**config.mk**
```make
export PLATFORM = sky130hd
export DESIGN_NAME = iir_sample_feeder_flat
export DESIGN_NICKNAME = d
export VERILOG_FILES = /design/src/rtl/iir_sample_feeder_if.sv /design/src/rtl/iir_sample_feeder.sv /design/src/flat_wrapper.sv
export SDC_FILE = /design/constraint.sdc
export NUM_CORES = 1
export LEC_CHECK = 0
export CORE_AREA = 3 3 168 88
export DETAILED_ROUTE_END_ITERATION = 8
export DIE_AREA = 0 0 171 91
export GPL_ROUTABILITY_DRIVEN = 0
export GPL_TIMING_DRIVEN = 0
export PLACE_DENSITY = 0.85
export SYNTH_ARGS = -nofsm -noshare
export SYNTH_HDL_FRONTEND = slang
export SYNTH_SLANG_ARGS = --single-unit
```
**constraint.sdc**
```tcl
create_clock -name clk_i -period 4.3 [get_ports clk_i]
set_input_delay 1.29 -clock clk_i [delete_from_list [all_inputs] [get_ports clk_i]]
set_output_delay 1.29 -clock clk_i [all_outputs]
set_load 0.02 [all_outputs]
```
**src/rtl/iir_sample_feeder_if.sv**
```systemverilog
// Sample-stream handshake bundle between a producer and the IIR sample feeder.
interface iir_sample_feeder_if #(
  parameter int WD = 16
);
  logic [WD-1:0] data;
  logic          valid;
  logic          ready;

  modport master (output data, output valid, input ready);
  modport slave  (input data, input valid, output ready);
endinterface

```
**src/rtl/iir_sample_feeder.sv**
```systemverilog
// Buffers an input sample stream and releases one sample per programmable period
// as a data word plus one-cycle strobe; empty ticks are zero-stuffed to keep the rate uniform.
module iir_sample_feeder #(
  parameter int WD     = 16,
  parameter int DEPTH  = 8,
  parameter int DIV_WD = 16
) (
  input  logic                       clk_i,
  input  logic                       rst_i,
  iir_sample_feeder_if.slave         s_if,
  input  logic [DIV_WD-1:0]          div_i,
  input  logic                       clr_i,
  output logic [WD-1:0]              data_o,
  output logic                       en_o,
  output logic [$clog2(DEPTH):0]     level_o,
  output logic                       underrun_o,
  output logic                       overflow_o
);
  localparam int AW = $clog2(DEPTH);
  localparam int LW = AW + 1;

  logic [WD-1:0]     mem_q [DEPTH];
  logic [AW-1:0]     wr_ptr_q, wr_ptr_d, rd_ptr_q, rd_ptr_d;
  logic [LW-1:0]     level_q, level_d;
  logic [DIV_WD-1:0] cnt_q, cnt_d;
  logic [WD-1:0]     data_q, data_d;
  logic              en_q, en_d;
  logic              und_q, und_d;
  logic              ovf_q, ovf_d;

  logic full, empty, push, pop, tick;

  // Ready depends only on registered occupancy, never on s_if.valid.
  assign full       = (level_q == LW'(DEPTH));
  assign empty      = (level_q == '0);
  assign s_if.ready = ~full;
  assign push       = s_if.valid & ~full;
  assign tick       = (cnt_q >= div_i);
  assign pop        = tick & ~empty;

  always_comb begin
    cnt_d    = cnt_q + DIV_WD'(1);
    wr_ptr_d = wr_ptr_q;
    rd_ptr_d = rd_ptr_q;
    level_d  = level_q;
    data_d   = data_q;
    en_d     = 1'b0;
    if (tick) begin
      cnt_d  = '0;
      en_d   = 1'b1;
      data_d = empty ? '0 : mem_q[rd_ptr_q];
    end
    if (push) wr_ptr_d = wr_ptr_q + AW'(1);
    if (pop)  rd_ptr_d = rd_ptr_q + AW'(1);
    case ({push, pop})
      2'b10:   level_d = level_q + LW'(1);
      2'b01:   level_d = level_q - LW'(1);
      default: level_d = level_q;
    endcase
    // A new set condition beats a simultaneous clear.
    und_d = (tick & empty) | (und_q & ~clr_i);
    ovf_d = (s_if.valid & full) | (ovf_q & ~clr_i);
  end

  always_ff @(posedge clk_i or posedge rst_i) begin
    if (rst_i) begin
      cnt_q    <= '0;
      wr_ptr_q <= '0;
      rd_ptr_q <= '0;
      level_q  <= '0;
      data_q   <= '0;
      en_q     <= 1'b0;
      und_q    <= 1'b0;
      ovf_q    <= 1'b0;
    end else begin
      cnt_q    <= cnt_d;
      wr_ptr_q <= wr_ptr_d;
      rd_ptr_q <= rd_ptr_d;
      level_q  <= level_d;
      data_q   <= data_d;
      en_q     <= en_d;
      und_q    <= und_d;
      ovf_q    <= ovf_d;
    end
  end

  // Storage needs no reset: the pointers and level define what is valid.
  always_ff @(posedge clk_i) begin
    if (push) mem_q[wr_ptr_q] <= s_if.data;
  end

  assign data_o     = data_q;
  assign en_o       = en_q;
  assign level_o    = level_q;
  assign underrun_o = und_q;
  assign overflow_o = ovf_q;
endmodule
```
**src/flat_wrapper.sv**
```systemverilog
// flat-port wrapper written by rule: the top's interface ports become plain ports
module iir_sample_feeder_flat 
#(
  parameter int WD     = 16,
  parameter int DEPTH  = 8,
  parameter int DIV_WD = 16
)
  (clk_i, rst_i, div_i, clr_i, data_o, en_o, level_o, underrun_o, overflow_o, s_if_data, s_if_valid, s_if_ready);
  iir_sample_feeder_if #(.WD(WD)) s_if_i ();
  input  logic clk_i;
  input  logic rst_i;
  input  logic [DIV_WD-1:0] div_i;
  input  logic clr_i;
  output logic [WD-1:0] data_o;
  output logic en_o;
  output logic [$clog2(DEPTH):0] level_o;
  output logic underrun_o;
  output logic overflow_o;
  input wire logic [$bits(s_if_i.data)-1:0] s_if_data;
  input wire logic [$bits(s_if_i.valid)-1:0] s_if_valid;
  output wire logic [$bits(s_if_i.ready)-1:0] s_if_ready;
  assign s_if_i.data = s_if_data;
  assign s_if_i.valid = s_if_valid;
  assign s_if_ready = s_if_i.ready;
  iir_sample_feeder #(.WD(WD), .DEPTH(DEPTH), .DIV_WD(DIV_WD)) u_core (.clk_i(clk_i), .rst_i(rst_i), .s_if(s_if_i), .div_i(div_i), .clr_i(clr_i), .data_o(data_o), .en_o(en_o), .level_o(level_o), .underrun_o(underrun_o), .overflow_o(overflow_o));
endmodule
```
After elaboration in Yosys (flattened, before gate mapping)

Memory sizes are Yosys's and may differ from the RTL's.
Index checks and enable logic that the tools add are counted.

Add/subtract/negate cells: 5
Order comparisons: 1
Equal/unequal tests: 3
Muxes and demuxes: 6
Bitwise gates (word level): 11
Reductions and logical operators: 2

Operator list:

| cell                    | number |
|---|---|
| $mux W16                | 2 |
| $add A16 B1 Y16 const B | 1 |
| $ge A16 B16 Y1          | 1 |
| $pmux W4 S2             | 1 |
| $add A3 B1 Y3 const B   | 2 |
| $and A1 B1 Y1           | 6 |
| $add A4 B1 Y4 const B   | 1 |
| $eq A4 B4 Y1 const B    | 1 |
| $logic_not A4 Y1        | 1 |
| $sub A4 B1 Y4 const B   | 1 |
| $mux W1                 | 3 |
| $not A1 Y1              | 3 |
| $eq A2 B1 Y1 const B    | 1 |
| $eq A2 B2 Y1 const B    | 1 |
| $or A1 B1 Y1            | 2 |
| $reduce_bool A2 Y1      | 1 |

Bits in registers: 45
Memory bits (writable): 128
Bits of input ports: 36
Logic and storage cells: 37
Memories: 1

Memory list:

| memory       | depth | bits a word | read ports | clocked after memory_dff | write ports | RTL line                | source |
|---|---|---|---|---|---|---|---|
| u_core.mem_q | 8     | 16          | 1          | 0                        | 1           | iir_sample_feeder.sv:22 | `logic [WD-1:0] mem_q [DEPTH];` |

Depth between registers and ports, before layout

Depth in word-level cells: 5
Mapped depth: 13
Depth with buffers taken out: 13

Worst setup path before layout

No wires, ideal clock.

Path type: input to register
From: in div_i[15]
To: reg u_core.level_q[3] (netlist: u_core.level_o[3])
Data arrival time: 3.700 ns
Data required time: 4.164 ns
Setup slack: 0.464 ns
Stages on the path: 13
Path through: inv_1 > ha_1 > nand4_2 > nor2_2 > or4b_4 > a31oi_4 > ha_1 > ha_1 > a21o_1 > a21oi_1 > xnor2_1 > nor2_1 > xor2_1

Word-level cells in the longest chain between the ends: 4
Elaborated cells on any way between the ends: 6

Ends and longest elaborated chain:

| item                                                     | RTL line                | source |
|---|---|---|
| start: declaration                                       | flat_wrapper.sv:12      | `input logic [DIV_WD-1:0] div_i;` |
| $ge A16 B16 Y1 (*)                                       | iir_sample_feeder.sv:38 | `assign tick = (cnt_q >= div_i);` |
| $and A1 B1 Y1 (*)                                        | iir_sample_feeder.sv:39 | `assign pop = tick & ~empty;` |
| net u_core.pop                                           | iir_sample_feeder.sv:31 | `logic full, empty, push, pop, tick;` |
| $eq A2 B1 Y1 / $eq A2 B2 Y1 (equally long branches)      | iir_sample_feeder.sv:55 | `case ({push, pop})` |
| $pmux W4 S2 / $reduce_bool A2 Y1 (equally long branches) | n/a                     |  |
| end signal: assignment                                   | iir_sample_feeder.sv:79 | `level_q <= level_d;` |
| end: declaration                                         | iir_sample_feeder.sv:24 | `logic [LW-1:0] level_q, level_d;` |

The timed path passes the listed nets; every way through them passes the cells marked *.
A chain may end at the register's enable or synchronous reset.

Final worst setup path

Same ends and word-level chain as after synthesis.

==> out/results.ini <==
[die]
die_y_um = 91
std_cell_rows = 30
num_io_pins = 60
coreArea_sq_um = 13400
die_x_um = 171
start_util_pct = 54.9
dieArea_sq_um = 15600

[setup_path]
critPathCaptureType = flop
path_max_fanout = 3
path_cells = clkdlybuf4s50_1 > inv_1 > ha_1 > nand4_2 > nor2_2 > or4b_4 > a31oi_4 > ha_1 > ha_1 > a21o_1 > a21oi_1 > xnor2_1 > nor2_1 > xor2_1
ff2ff_path_depth = 12
start_kind = input pin
crit_start = div_i[15]
cpPeakStageDelay_ps = 540
worstSetupPathType = input pin to flop
required_ps = 4600
crit_slowest_cell = or4b_4
r2r-start = u_core.cnt_q[15]
crit_top_cell = ha_1
cp.arrival_ps = 4380

[global_route]
overflow = 0
grt_pass1_wl_um = 23200
grt.total_usage_pct = 20.2
antenna_found_initial = 0
grt_max_degree = 38
grt_pass1_vias = 4126

[detailed_routing]
viasPerCell = 5.65
drt_iter0_drc = 396
wl_um = 14700
wl_per_cell_um = 20.9
via_count = 3986
drc = 0
first_pass_iters = 4
drtAntennaViolNets = 0

[cts]
clk_path_buf_depth = 2
cts_root_buf = clkbuf_16
cts_tree = built
cts_buffers = 17
post_cts_resized = 0
cts.sinks = 173
clock_latency_ps = 420
cts_hold_buf = 0
postCtsSetupBuffers = 0
htree_levels = 4
clkSlewWorstSetupHoldPaths_ps = 70

[final_layout]
nets = 575
drive_gt1_share_pct = 22.1
syn2layout_area_growth_pct = 20.4
nFillCells = 877
num_antenna_cells = 0
fin_cells = 705

[synth]
syn-num-nets = 487
avgSynthCellArea_sq_um = 17.2
synth_cells = 428
synth_edf_count = 128
synth_cell_types = 44
synthFlopType = edfxtp_1
synth.top_cell.area_share_pct = 52.1
netlist_top_cells_area = edfxtp_1, dfrtp_1, mux4_2
yosysWarnings = 0
postSynth.asyncResetShare_pct = 26.0
synth_area_leader_cell = edfxtp_1
seq_area_frac_synth_pct = 67.4
synth_seq_cells = 173
netlist_area_sq_um = 7370

[flow_run]
drv_cap = 0

[place]
port_buffers = 59
numPlacedInstances = 673
hpwl_um = 9970

[worst_hold_path]
hp-start = u_core.overflow_o
hold_path_depth = 1
hp-class = flop to flop

[timing]
max_clock_freq_mhz = 245
finalCritPeriodShare_pct = 95.0
timing.slew.headroom_pct = 30.4
slew_violations = 0
setup_viol = 0
hold_viol_final = 0
worst_pin_slew_ps = 1040
rsz0062_at_grt = false
skew_ps = 8.48
fin_setup_tns_ps = 0
layout_min_cycle_time_ps = 4080

[pwr]
peakVddDrop_v = 0.000307
cellPowerDensity_nw_per_um2 = 493
p_leak_nw = 3.26

[status]
status = finished, final reports clean

## critical path: cells and delay by family
kind            cells  cell delay [ps]
fa+ha+maj           3              800
xor+xnor            2              280
simple gates        4              920
compound gates      3              580
buf+inv             2              490
## stage by stage
stage	hold slack (ps)	util, %	total power [mW]	cell area (sq um)	worst slack [ps]
after floorplan	468	-	2.65	7370	464
after global placement	474	60.9	2.89	8180	-1330
after detailed placement	489	62.0	3.00	8340	-210
after CTS	504	66.1	4.40	8880	205
after global routing	538	66.1	4.56	8880	43.0
final	498	66.1	4.38	8880	215
## synthesized netlist by cell type, drive strengths merged (2+ instances only)
library cell,count
edfxtp,128
dfrtp,45
nor2,45
mux4,32
inv,25
ha,22
mux2,18
mux2i,16
nand2,13
xor2,12
xnor2,10
buf,9
nand3,8
nand4,7
a21oi,5
clkbuf,5
nor3,5
nand2b,3
nor4,3
a311oi,2
and3,2
o21ai,2
## cells by family (layout without fill, tap and decap cells)
kind of cell / count (synthesis) / in the layout / synth area share (%)
AND/OR/NAND/NOR: 89 / 89 / 6.11
AO/OA/AOI/OAI: 16 / 16 / 2.10
buffers and inverters: 39 / 140 / 2.49
flip-flops: 173 / 173 / 67.4
adder cells (fa/ha/maj): 23 / 23 / 4.01
multiplexers: 66 / 66 / 15.3
XOR/XNOR: 22 / 22 / 2.61
## metal layers
metal / vias up / global-route usage [%] / share of wire (%)
li1: 1804 / - / -
met1: 2010 / 27.6 / 42
met2: 150 / 32.2 / 49
met3: 22 / 5.44 / 7.1
met4: 0 / 6.02 / 1.5
met5: - / 0 / 0
## final timing paths
path / endpoint / slack, ps
min in group asynchronous: u_core.cnt_q[0] / 1110
worst min-delay path: u_core.overflow_o / 500
worst max register to register: u_core.level_o[3] / 1170
max in group asynchronous: u_core.underrun_o / 2740
worst min register to register: u_core.overflow_o / 500
worst max-delay path: u_core.level_o[3] / 220
## layout make-up
| cell class | count | area (sq um) | share of cell area (%) |
|---|---|---|---|
| sequential | 173 | 4970 | 56.0 |
| multi-input combinational | 216 | 2250 | 25.4 |
| timing repair buffer | 69 | 712 | 8.02 |
| clock buffer | 18 | 429 | 4.83 |
| tap | 176 | 220 | 2.48 |
| clock inverter | 14 | 111 | 1.25 |
| inverter | 25 | 93.8 | 1.06 |
| buffer | 14 | 90.1 | 1.01 |
## where the power goes
part | leakage [nW] | switching [mW] | internal [mW]
Sequential | 1.77 | 0.167 | 2.06
Clock | 0.265 | 0.649 | 0.753
Combinational | 1.23 | 0.422 | 0.328
Total | 3.26 | 1.24 | 3.14
## sequential cells by signal (all words and copies together) (netlist names), 3 cells and up
name	count
u_core.rd_ptr_q	3
u_core.mem_q	128
u_core.data_o	16
u_core.cnt_q	16
u_core.level_o	4
u_core.wr_ptr_q	3
## placed cells by master, fill, tap and decap left out, types with 5 or more instances in the layout
cell / n
inv_1: 24
mux4_2: 32
clkbuf_1: 6
nand3_1: 7
buf_6: 11
a21oi_1: 5
mux2_2: 6
dfrtp_1: 45
ha_1: 22
mux2i_1: 16
xnor2_1: 10
buf_2: 5
clkdlybuf4s50_1: 59
mux2_4: 11
xor2_1: 12
nor2_1: 41
edfxtp_1: 128
clkbuf_16: 17
nand4_1: 6
nand2_1: 13
Note: power is estimated with default switching activity, not from simulation.
